File: config.mk
export PLATFORM = sky130hd
export DESIGN_NAME = cr16_alu
export DESIGN_NICKNAME = d
export VERILOG_FILES = /design/src/rtl/cr16_alu.sv
export SDC_FILE = /design/constraint.sdc
export NUM_CORES = 1
export LEC_CHECK = 0
export CAP_MARGIN = 40
export CELL_PAD_IN_SITES_DETAIL_PLACEMENT = 1
export CELL_PAD_IN_SITES_GLOBAL_PLACEMENT = 1
export CORE_MARGIN = 10
export CORE_UTILIZATION = 43
export CTS_CLUSTER_SIZE = 10
export DETAILED_ROUTE_END_ITERATION = 8
export GPL_TIMING_DRIVEN = 0
export PLACE_DENSITY_LB_ADDON = 0.1
export SLEW_MARGIN = 15
export SYNTH_ARGS = -nofsm -noshare
export SYNTH_HDL_FRONTEND = slang
export SYNTH_SLANG_ARGS = --single-unit
File: constraint.sdc
create_clock -name I_CLK -period 7.55 [get_ports I_CLK]
set_input_delay 1.51 -clock I_CLK [delete_from_list [all_inputs] [get_ports I_CLK]]
set_output_delay 1.51 -clock I_CLK [all_outputs]
set_load 0.02 [all_outputs]
File: src/rtl/cr16_alu.sv
// CR16 16-bit ALU: registered result and 5-bit status {N, Z, F, L, C}.
// Optional macro ALU_MUL_EN adds the signed multiplier on opcode 4.
module cr16_alu #(
  parameter int unsigned WIDTH = 16
) (
  input  logic             I_CLK,
  input  logic             I_RESET,
  input  logic             I_ENABLE,
  input  logic [WIDTH-1:0] I_A,
  input  logic [WIDTH-1:0] I_B,
  input  logic [3:0]       I_OPCODE,
  output logic [WIDTH-1:0] O_C,
  output logic [4:0]       O_STATUS
);

  typedef enum logic [3:0] {
    OpAdd   = 4'd0,
    OpAddu  = 4'd1,
    OpAddc  = 4'd2,
    OpAddcu = 4'd3,
    OpMul   = 4'd4,
    OpSub   = 4'd5,
    OpNot   = 4'd6,
    OpAnd   = 4'd7,
    OpOr    = 4'd8,
    OpXor   = 4'd9,
    OpLsh   = 4'd10,
    OpRsh   = 4'd11,
    OpAlsh  = 4'd12,
    OpArsh  = 4'd13,
    OpRsv14 = 4'd14,
    OpRsv15 = 4'd15
  } op_e;

  localparam int unsigned ShW = $clog2(WIDTH);
  localparam int unsigned Msb = WIDTH - 1;

  op_e op;
  assign op = op_e'(I_OPCODE);

  // Shared adder; the carry-in variants add a constant 1.
  logic             cin;
  logic [WIDTH:0]   sum;
  logic [WIDTH-1:0] diff;
  assign cin  = (op == OpAddc) || (op == OpAddcu);
  assign sum  = {1'b0, I_A} + {1'b0, I_B} + {{WIDTH{1'b0}}, cin};
  assign diff = I_B - I_A;

  // Any set bit above the shift field means the whole operand is shifted out.
  logic [ShW-1:0]   shamt;
  logic             sh_big;
  logic [WIDTH-1:0] lsh_res;
  logic [WIDTH-1:0] rsh_res;
  logic [WIDTH-1:0] arsh_res;
  assign shamt    = I_B[ShW-1:0];
  assign sh_big   = |I_B[WIDTH-1:ShW];
  assign lsh_res  = sh_big ? '0 : (I_A << shamt);
  assign rsh_res  = sh_big ? '0 : (I_A >> shamt);
  assign arsh_res = sh_big ? {WIDTH{I_A[Msb]}} : $unsigned($signed(I_A) >>> shamt);

`ifdef ALU_MUL_EN
  // Low half of a product is identical for signed and unsigned operands.
  logic [WIDTH-1:0] mul_res;
  assign mul_res = I_A * I_B;
`endif

  logic [WIDTH-1:0] res_d;
  logic [4:0]       status_d;
  logic             valid_op;
  logic             flag_n;
  logic             flag_z;
  logic             flag_f;
  logic             flag_c;

  always_comb begin
    res_d    = '0;
    valid_op = 1'b1;
    flag_n   = 1'b0;
    flag_f   = 1'b0;
    flag_c   = 1'b0;
    unique case (op)
      OpAdd, OpAddc: begin
        res_d  = sum[WIDTH-1:0];
        flag_f = (I_A[Msb] == I_B[Msb]) && (res_d[Msb] != I_A[Msb]);
        flag_n = res_d[Msb];
      end
      OpAddu, OpAddcu: begin
        res_d  = sum[WIDTH-1:0];
        flag_c = sum[WIDTH];
      end
      OpMul: begin
`ifdef ALU_MUL_EN
        res_d    = mul_res;
`else
        valid_op = 1'b0;
`endif
      end
      OpSub: begin
        res_d  = diff;
        flag_f = (I_A[Msb] != I_B[Msb]) && (diff[Msb] != I_B[Msb]);
        // N reports signed B < A, corrected for overflow.
        flag_n = diff[Msb] ^ flag_f;
      end
      OpNot:          res_d = ~I_A;
      OpAnd:          res_d = I_A & I_B;
      OpOr:           res_d = I_A | I_B;
      OpXor:          res_d = I_A ^ I_B;
      OpLsh, OpAlsh:  res_d = lsh_res;
      OpRsh:          res_d = rsh_res;
      OpArsh:         res_d = arsh_res;
      OpRsv14,
      OpRsv15:        valid_op = 1'b0;
      default:        valid_op = 1'b0;
    endcase
    flag_z   = valid_op && (res_d == '0);
    status_d = {flag_n, flag_z, flag_f, 1'b0, flag_c};
  end

  logic [WIDTH-1:0] c_q;
  logic [4:0]       status_q;

  always_ff @(posedge I_CLK) begin
    if (I_RESET) begin
      c_q      <= '0;
      status_q <= '0;
    end else if (I_ENABLE) begin
      c_q      <= res_d;
      status_q <= status_d;
    end
  end

  assign O_C      = c_q;
  assign O_STATUS = status_q;

endmodule

# [After elaboration in Yosys (flattened, before gate mapping)]
# Cells that the tools add are included.
[totals] wordCells=52 register_bits=20 in_bits=39
[op_classes] n_addsub=3 n_shift=3 mux=8 eq_ne=19 n_bitwise=5 n_reduce_logical=12
[ops] cell="one-hot mux 16 bit (9 select lines)" count=1
[ops] cell="2-to-1 mux 16 bit" count=3
[ops] cell="equality test 4 bit (second input constant)" count=8
[ops] cell="adder 16 x 16 -> 17 bit" count=1
[ops] cell="adder 17 x 1 -> 17 bit" count=1
[ops] cell="AND 16 bit" count=1
[ops] cell="equality test 4 x 3 -> 1 bit (second input constant)" count=4
[ops] cell="logical NOT 16 bit" count=1
[ops] cell="NOT 16 bit" count=1
[ops] cell="bitwise OR 16 bit" count=1
[ops] cell="left shift 16 x 4 -> 16 bit" count=1
[ops] cell="right shift 16 x 4 -> 16 bit" count=1
[ops] cell=">>> shifter 16 x 4 -> 16 bit" count=1
[ops] cell="subtractor 16 bit" count=1
[ops] cell="bitwise XOR 16 bit" count=1
[ops] cell="OR reduction 12 bit" count=1
[ops] cell="equality test 4 x 2 -> 1 bit (second input constant)" count=2
[ops] cell="OR reduction 2 bit" count=3
[ops] cell="equality test 4 x 1 -> 1 bit (second input constant)" count=1
[ops] cell="logical NOT 4 bit" count=1
[ops] cell="one-hot mux 1 bit (2 select lines)" count=2
[ops] cell="OR reduction 4 bit" count=1
[ops] cell="logical AND 1 bit" count=3
[ops] cell="!= test 1 bit" count=3
[ops] cell="5 further kinds" count=6

# [Logic depth before layout (Yosys ltp)]
# Gate-level depths: netlist of run 1.
[depth] word_depth=6 ltp_mapped=19 ltp_nobuf=16

# [Worst setup path before layout of run 1]
# OpenSTA, ideal clock, no wires.
[synth_path] path_kind="input to register" startpoint="input port I_B[2]" endpoint="register status_q[3] (netlist: O_STATUS[3])" arrival_ns=5.577 setup_ns=0.116 stages=19 setup_slack_ns=1.857 required_time_ns=7.434 path_cell_list="buf_2 inv_1 clkbuf_1 ha_1 clkbuf_1 nor2_1 a2111oi_0 nor3_1 o41ai_1 o31ai_1 a21oi_1 o21bai_1 a21oi_1 fa_1 o221ai_1 a311oi_1 o221a_2 and4_1 a31o_1"
[synth_via] elab_chain_len=5
[synth_rtl] item="start: declaration" line_no="10" rtl="input logic [WIDTH-1:0] I_B,"
[synth_rtl] item="adder 16 x 16 -> 17 bit, or another cell as far along" line_no="46" rtl="assign sum = {1'b0, I_A} + {1'b0, I_B} + {{WIDTH{1'b0}}, cin};"
[synth_rtl] item="adder 17 x 1 -> 17 bit, or another cell as far along" line_no="46"
[synth_rtl] item="one-hot mux 16 bit (9 select lines) *" line_no="81" rtl="unique case (op)"
[synth_rtl] item="logical NOT 16 bit *" line_no="115" rtl="flag_z = valid_op && (res_d == '0);"
[synth_rtl] item="logical AND 1 bit *" line_no="115"
[synth_rtl] item="end signal: assignment" line_no="128" rtl="status_q <= status_d;"
[synth_rtl] item="end: declaration" line_no="120" rtl="logic [4:0] status_q;"
# Every way passes the cells marked *; elsewhere a longest branch is shown, timed or not.
# A chain may end at the register's enable or synchronous reset.

# [Worst setup path in the final report of run 1]
[layout_path] startpoint="input port I_B[3]" endpoint="register status_q[3] (netlist: O_STATUS[3])"
# The elaborated chain is that of the path after synthesis.

==> flow_metrics.py, run 1 <==
metrics = {
    "status": {
        "status": "finished clean",
    },
    "place": {
        "dp_hpwl_um": 19300,
        "io_buffer_count": 55,
        "place_ws_ns": 0.0193,
        "dp.cells": 913,
        "gp_congestion": 0.989,
        "place_area_um2": 5890,
    },
    "synth": {
        "ys_seq_area_frac": 0.0778,
        "synth_area_per_cell_um2": 7.22,
        "synth_ff_type": "dfxtp_1",
        "syn_nets": 804,
        "syn-instance-count": 713,
        "ys_ff_latch": 20,
        "synth_edf_count": 0,
        "synthDistinctLibCells": 77,
        "synth_warnings": 0,
        "syn_area_um2": 5150,
        "async_flop_share": 0,
    },
    "routing": {
        "ant_nets": 0,
        "totalWireLength_um": 23700,
        "first_pass_iters": 5,
        "drt_iter0_drc": 619,
        "vias": 6206,
        "viasPerCell": 6.76,
        "detail_route.wl_per_cell_um": 25.9,
        "drc": 0,
    },
    "cts": {
        "cts_sinks": 20,
        "post_cts_buffers": 0,
        "clk_pin_slew_worst_paths_ns": 0.06,
        "cts_tree": "done",
        "worst_skew_pair.late_latency_ns": 0.25,
        "clock_path_buffers": 2,
        "numCtsBuffers": 3,
        "htreeDepth": 1,
        "cts-root-buf": "clkbuf_16",
    },
    "sta": {
        "tightest_slew_ns": 0.769,
        "drv_slew": 0,
        "rsz0062_at_grt": "false",
        "hold_viol": 0,
        "finalCriticalPeriod_ns": 7.22,
        "setup_viol": 0,
        "slew-limit-headroom": 0.488,
        "finalClockSkew_ns": 0,
        "tns_ns": 0,
        "max_freq_mhz": 139,
        "setup_ws_ns": 0.332,
        "fin_crit_sh": 0.956,
    },
    "setup_path": {
        "crit_arrival_ns": 7.36,
        "required_ns": 7.70,
        "start_kind": "input pin",
        "r2r.worst_path.cells": 2,
        "r2r-end": "O_STATUS[3]$_SDFFE_PP0P_",
        "r2r-start": "O_STATUS[3]$_SDFFE_PP0P_",
        "crit_fanout": 10,
        "ff2ff_setup_slack_ns": 6.80,
        "path_class": "in2reg",
        "end_kind": "register",
    },
    "floorplanning": {
        "start_util": 0.445,
        "row_count": 39,
        "die_w_um": 129,
        "coreArea_um2": 11600,
        "die_y_um": 129,
        "ios": 60,
        "dieArea_um2": 16800,
    },
    "pwr": {
        "irDropWorstVdd_mv": 0.0805,
        "leakage_nw": 2.39,
        "power.density_nw_per_um2": 107,
    },
    "finish": {
        "design_area_um2": 5990,
        "final_layout_size_suffix_gt1_frac": 0.0735,
        "layout_commonest_cell": "nor2_1",
        "fin_util": 0.518,
        "antenna_cells": 0,
        "layout_common_cells": "nor2_1 (69), clkdlybuf4s50_1 (55), nand2_1 (49), inv_1 (49)",
        "n_fill_cell": 1531,
        "layout.cells.non_filler": 918,
        "area.growth.synth_to_final_pct": 16.4,
        "layout.nets": 867,
    },
    "global_route": {
        "antenna_found_initial": 0,
        "grt-ovfl-total": 0,
        "grt_pass1_wl_um": 36200,
        "grt_usage": 0.273,
        "grt_max_degree": 12,
        "grt_pass1_vias": 6260,
    },
    "worst_hold_path": {
        "worstHoldStart": "O_STATUS[0]$_SDFFE_PP0P_",
        "hold_depth": 2,
        "hold_class": "reg2reg",
        "hold_end": "O_STATUS[0]$_SDFFE_PP0P_",
    },
    "run": {
        "max-cap-violations": 0,
    },
}
[cell usage after synthesis (4+ instances only)]
cell	count	area, µm²
a311oi_1	5	43.8
nand4b_1	4	35.0
nand3b_1	5	37.5
ha_1	48	601
and3_1	7	43.8
o21ai_0	41	205
or2_2	8	50.1
o22ai_1	10	62.6
nor2b_1	11	68.8
xnor2_1	5	43.8
a211o_1	4	35.0
o221ai_1	7	61.3
fa_1	4	80.1
and2_1	4	25.0
nor4_1	4	25.0
nand2b_1	13	81.3
nor2_1	69	259
mux2i_1	25	250
o211ai_1	13	97.6
a31oi_1	5	31.3
a211oi_1	17	128
a21o_1	9	67.6
a22oi_1	7	52.6
or4_1	6	45.0
nor3_1	22	110
dfxtp_1	20	400
a2bb2oi_1	4	35.0
nand3_1	11	55.1
or3_1	8	50.1
inv_1	49	184
a2111oi_0	6	52.6
a21oi_1	48	240
nand4_1	11	68.8
clkbuf_1	46	173
a221oi_1	7	61.3
buf_1	6	22.5
nand2_1	49	184
mux2_2	12	135
mux4_2	16	360
[sequential cells by signal, indices dropped and copies added (netlist names)]
signal	flops
O_C	16
O_STATUS	4
[per-layer routing]
layer | vias up | GRT usage | part of all wire
li1 | 2799 | - | -
met3 | 49 | 0.0302 | 0.069
met1 | 3063 | 0.354 | 0.43
met5 | - | 0 | 0
met4 | 0 | 0.0985 | 0.033
met2 | 295 | 0.458 | 0.46
[power breakdown]
part           internal, mW  switching, mW
Sequential            0.114        0.00408
Combinational         0.155          0.249
Clock                0.0808         0.0399
Total                 0.349          0.293
[repair_timing]
item                                   in CTS  in global routing
hold buffers                                0                  0
endpoints found under the hold margin       0                  0
setup endpoints to repair                   0                  1
resized for setup                           0                  1
[cell families (layout without fill, tap and decap cells)]
logic type	after synthesis	after routing	share of synthesized area
fa+ha+maj	52	52	0.132
mux	53	53	0.145
buf+inv	107	169	0.0795
compound gates	225	225	0.302
xor+xnor	8	8	0.0136
flops	20	20	0.0778
simple gates	247	247	0.250
other cells	1	1	0.000728
[stage by stage]
stage               hold WS [ns]  power [mW]
global placement           0.461       0.496
floorplan                  0.544       0.364
finish                     0.480       0.642
global route               0.511       0.677
CTS                        0.487       0.630
detailed placement         0.477       0.508
[worst max-delay path by stage]
stage                       from                        to  cells past startpoint
after global placement    I_B[3]  O_STATUS[3]$_SDFFE_PP0P_                     18
after CTS                 I_B[3]  O_STATUS[3]$_SDFFE_PP0P_                     19
after global routing      I_B[3]  O_STATUS[3]$_SDFFE_PP0P_                     19
after floorplan           I_B[2]  O_STATUS[3]$_SDFFE_PP0P_                     19
final                     I_B[3]  O_STATUS[3]$_SDFFE_PP0P_                     19
after detailed placement  I_B[3]  O_STATUS[3]$_SDFFE_PP0P_                     19
[area by class of cell]
cell class | count | area (µm²) | share of cell area
multi-input combinational | 586 | 4350 | 0.725
timing repair buffer | 58 | 571 | 0.0952
sequential | 20 | 400 | 0.0668
buffer | 56 | 218 | 0.0363
inverter | 51 | 191 | 0.0319
tap | 143 | 179 | 0.0298
clock buffer | 4 | 88.8 | 0.0148
[critical path, stage by stage]
cell and delay, ns:
clkdlybuf4s50_1 0.73, clkbuf_1 0.50, clkinv_1 0.44, ha_1 0.58, nor2_1 0.09, a2111oi_0 0.65, buf_1 0.23, nor3_1 0.11
o41ai_2 0.46, o31ai_1 0.20, a21oi_1 0.19, o21bai_1 0.08, a21oi_1 0.19, fa_1 0.50, o221ai_1 0.22, a311oi_1 0.09
o221a_2 0.19, and4_1 0.19, a31o_1 0.22
No activity file was read; power rests on OpenSTA's default activity.
==> run 2, diff against run 1 <==
Settings changed: CELL_PAD_IN_SITES_DETAIL_PLACEMENT 1 to unset, CELL_PAD_IN_SITES_GLOBAL_PLACEMENT 1 to unset, CORE_UTILIZATION 43 to 45, PLACE_DENSITY set to 0.66, PLACE_DENSITY_LB_ADDON 0.1 to unset.
==> run 2 against run 1 <==
Clock skew stayed put. Worst setup slack better by 0.11 ns. Critical path depth is 2 higher. Clock power hardly changed. Final cell count stayed put. Worst hold slack worse by 0.011 ns. Combinational power is 2% lower. Final area stayed put. First-iteration DRC count is 0.81% higher. Maximum frequency is 1.6% higher. Sequential share of layout area stayed put. Highest routed layer is now met5.
==> flow_metrics.py, run 2 (same netlist as run 1, synthesis figures left out) <==
metrics = {
    "setup_path": {
        "crit_fanout": 10,
        "max_stage_delay_ns": 0.67,
        "crit_slowest_cell": "a2111oi_0",
        "ff2ff_setup_slack_ns": 6.81,
        "required_ns": 7.70,
        "end_kind": "register",
        "start_kind": "input pin",
        "crit_arrival_ns": 7.25,
        "crit_chain": "clkdlybuf4s50_1, buf_2, inv_1, clkbuf_1, ha_1, clkbuf_1, nor2_1, a2111oi_0, buf_1, nor3_1, o41ai_2, o31ai_1, a21oi_1, o21bai_1, a21oi_1, fa_1, o221ai_1, a311oi_1, o221a_2, and4_1, a31o_1",
        "worst-path-buf-inv": 6,
        "crit_family": "compound AO/OA/AOI/OAI gates",
        "path_class": "in2reg",
    },
    "pwr": {
        "pwr-share-comb": 0.624,
        "p_total_uw": 634,
        "pwr-share-seq": 0.186,
        "p_switching_uw": 285,
        "p_int_uw": 349,
        "switching_share": 0.449,
        "irDropWorstVdd_mv": 0.154,
        "power.density_nw_per_um2": 106,
        "p_clk_frac": 0.190,
        "leakage_nw": 2.39,
    },
    "finish": {
        "antenna_cells": 0,
        "layout_common_cells": "nor2_1 (69), clkdlybuf4s50_1 (55), nand2_1 (49), inv_1 (49)",
        "layout.nets": 867,
        "multi_input_area_um2": 4350,
        "layout_commonest_cell": "nor2_1",
        "final_layout_size_suffix_gt1_frac": 0.0735,
        "n_fill_cell": 1180,
        "largest_register_ffs": 16,
        "area.growth.synth_to_final_pct": 16.4,
        "seq_area_um2": 400,
    },
    "sta": {
        "tns_ns": 0,
        "fin_crit_sh": 0.941,
        "hold_viol": 0,
        "slew-limit-headroom": 0.497,
        "max_freq_mhz": 141,
        "hold_slack_ns": 0.469,
        "rsz0062_at_grt": "false",
        "drv_slew": 0,
        "finalClockSkew_ns": 0,
        "finalCriticalPeriod_ns": 7.10,
        "setup_viol": 0,
        "tightest_slew_ns": 0.754,
    },
    "cts": {
        "numCtsBuffers": 3,
        "clock_path_buffers": 2,
        "clk_pin_slew_worst_paths_ns": 0.05,
        "cts_sinks": 20,
        "worst_skew_pair.late_latency_ns": 0.25,
        "postCtsHoldBufs": 0,
        "htreeDepth": 1,
        "cts_resized": 0,
        "post_cts_buffers": 0,
        "cts-root-buf": "clkbuf_16",
        "cts_tree": "done",
    },
    "global_route": {
        "grt_max_degree": 12,
        "grt-ovfl-total": 0,
        "grt_pass1_vias": 5833,
        "antenna_found_initial": 1,
        "grt_pass1_wl_um": 33600,
        "grt_usage": 0.256,
    },
    "routing": {
        "detail_route.wl_per_cell_um": 24.1,
        "ant_nets": 0,
        "first_pass_iters": 5,
        "vias": 6236,
        "viasPerCell": 6.79,
        "totalWireLength_um": 22100,
        "drt_iter0_drc": 624,
        "drc": 0,
    },
    "status": {
        "status": "finished clean",
    },
    "floorplanning": {
        "die_w_um": 127,
        "start_util": 0.455,
        "row_count": 39,
        "ios": 60,
        "dieArea_um2": 16100,
        "die_y_um": 127,
        "coreArea_um2": 11300,
    },
    "place": {
        "io_buffer_count": 55,
        "dp_hpwl_um": 18000,
        "gp_congestion": 1.01,
    },
    "run": {
        "max-cap-violations": 0,
    },
    "worst_hold_path": {
        "hold_class": "reg2reg",
    },
}
==> run 2: cell type report <==
| cell class | instances | share of cell area |
|---|---|---|
| plain buffers | 56 | 0.0363 |
| repair buffers | 58 | 0.0952 |
| multi-input cells | 586 | 0.725 |
| clock buffers | 4 | 0.0148 |
| inverters | 51 | 0.0319 |
| flip-flops and latches | 20 | 0.0668 |
| well taps | 143 | 0.0298 |
==> run 2: worst paths after layout <==
kind                                 start  cells after the start                  endpoint
setup / recovery                    I_B[2]                     21  O_STATUS[3]$_SDFFE_PP0P_
hold / removal    O_STATUS[0]$_SDFFE_PP0P_                      2  O_STATUS[0]$_SDFFE_PP0P_
setup reg to reg  O_STATUS[3]$_SDFFE_PP0P_                      2  O_STATUS[3]$_SDFFE_PP0P_
hold reg to reg   O_STATUS[0]$_SDFFE_PP0P_                      2  O_STATUS[0]$_SDFFE_PP0P_
==> run 2: routing by layer <==
metal,GRT usage,vias to the layer above,part of all wire
met2,0.413,376,0.46
met3,0.0287,48,0.096
li1,-,2804,-
met1,0.346,3006,0.41
met4,0.0871,2,0.033
met5,0,-,0.00059
==> run 2: metrics by stage <==
stage	util	area [µm²]	setup slack [ns]	instances
floorplan	-	5150	1.86	713
global placement	0.519	5880	-0.268	911
detailed placement	0.520	5890	0.0721	913
CTS	0.528	5970	0.309	917
global route	0.530	5990	0.196	918
finish	0.530	5990	0.446	918
==> run 2: power groups by stage <==
stage	clock (mW)	combinational (mW)	sequential, mW
2_1_floorplan	0	0.234	0.129
3_3_place_gp	0	0.376	0.119
3_5_place_dp	0	0.380	0.120
4_1_cts	0.119	0.382	0.118
5_1_grt	0.123	0.422	0.119
6_report	0.121	0.395	0.118
==> run 2: worst register-to-register path: stages, from the launching register on <==
cell	delay, ns
dfxtp_1	0.31
nor3b_1	0.13
a31o_1	0.19
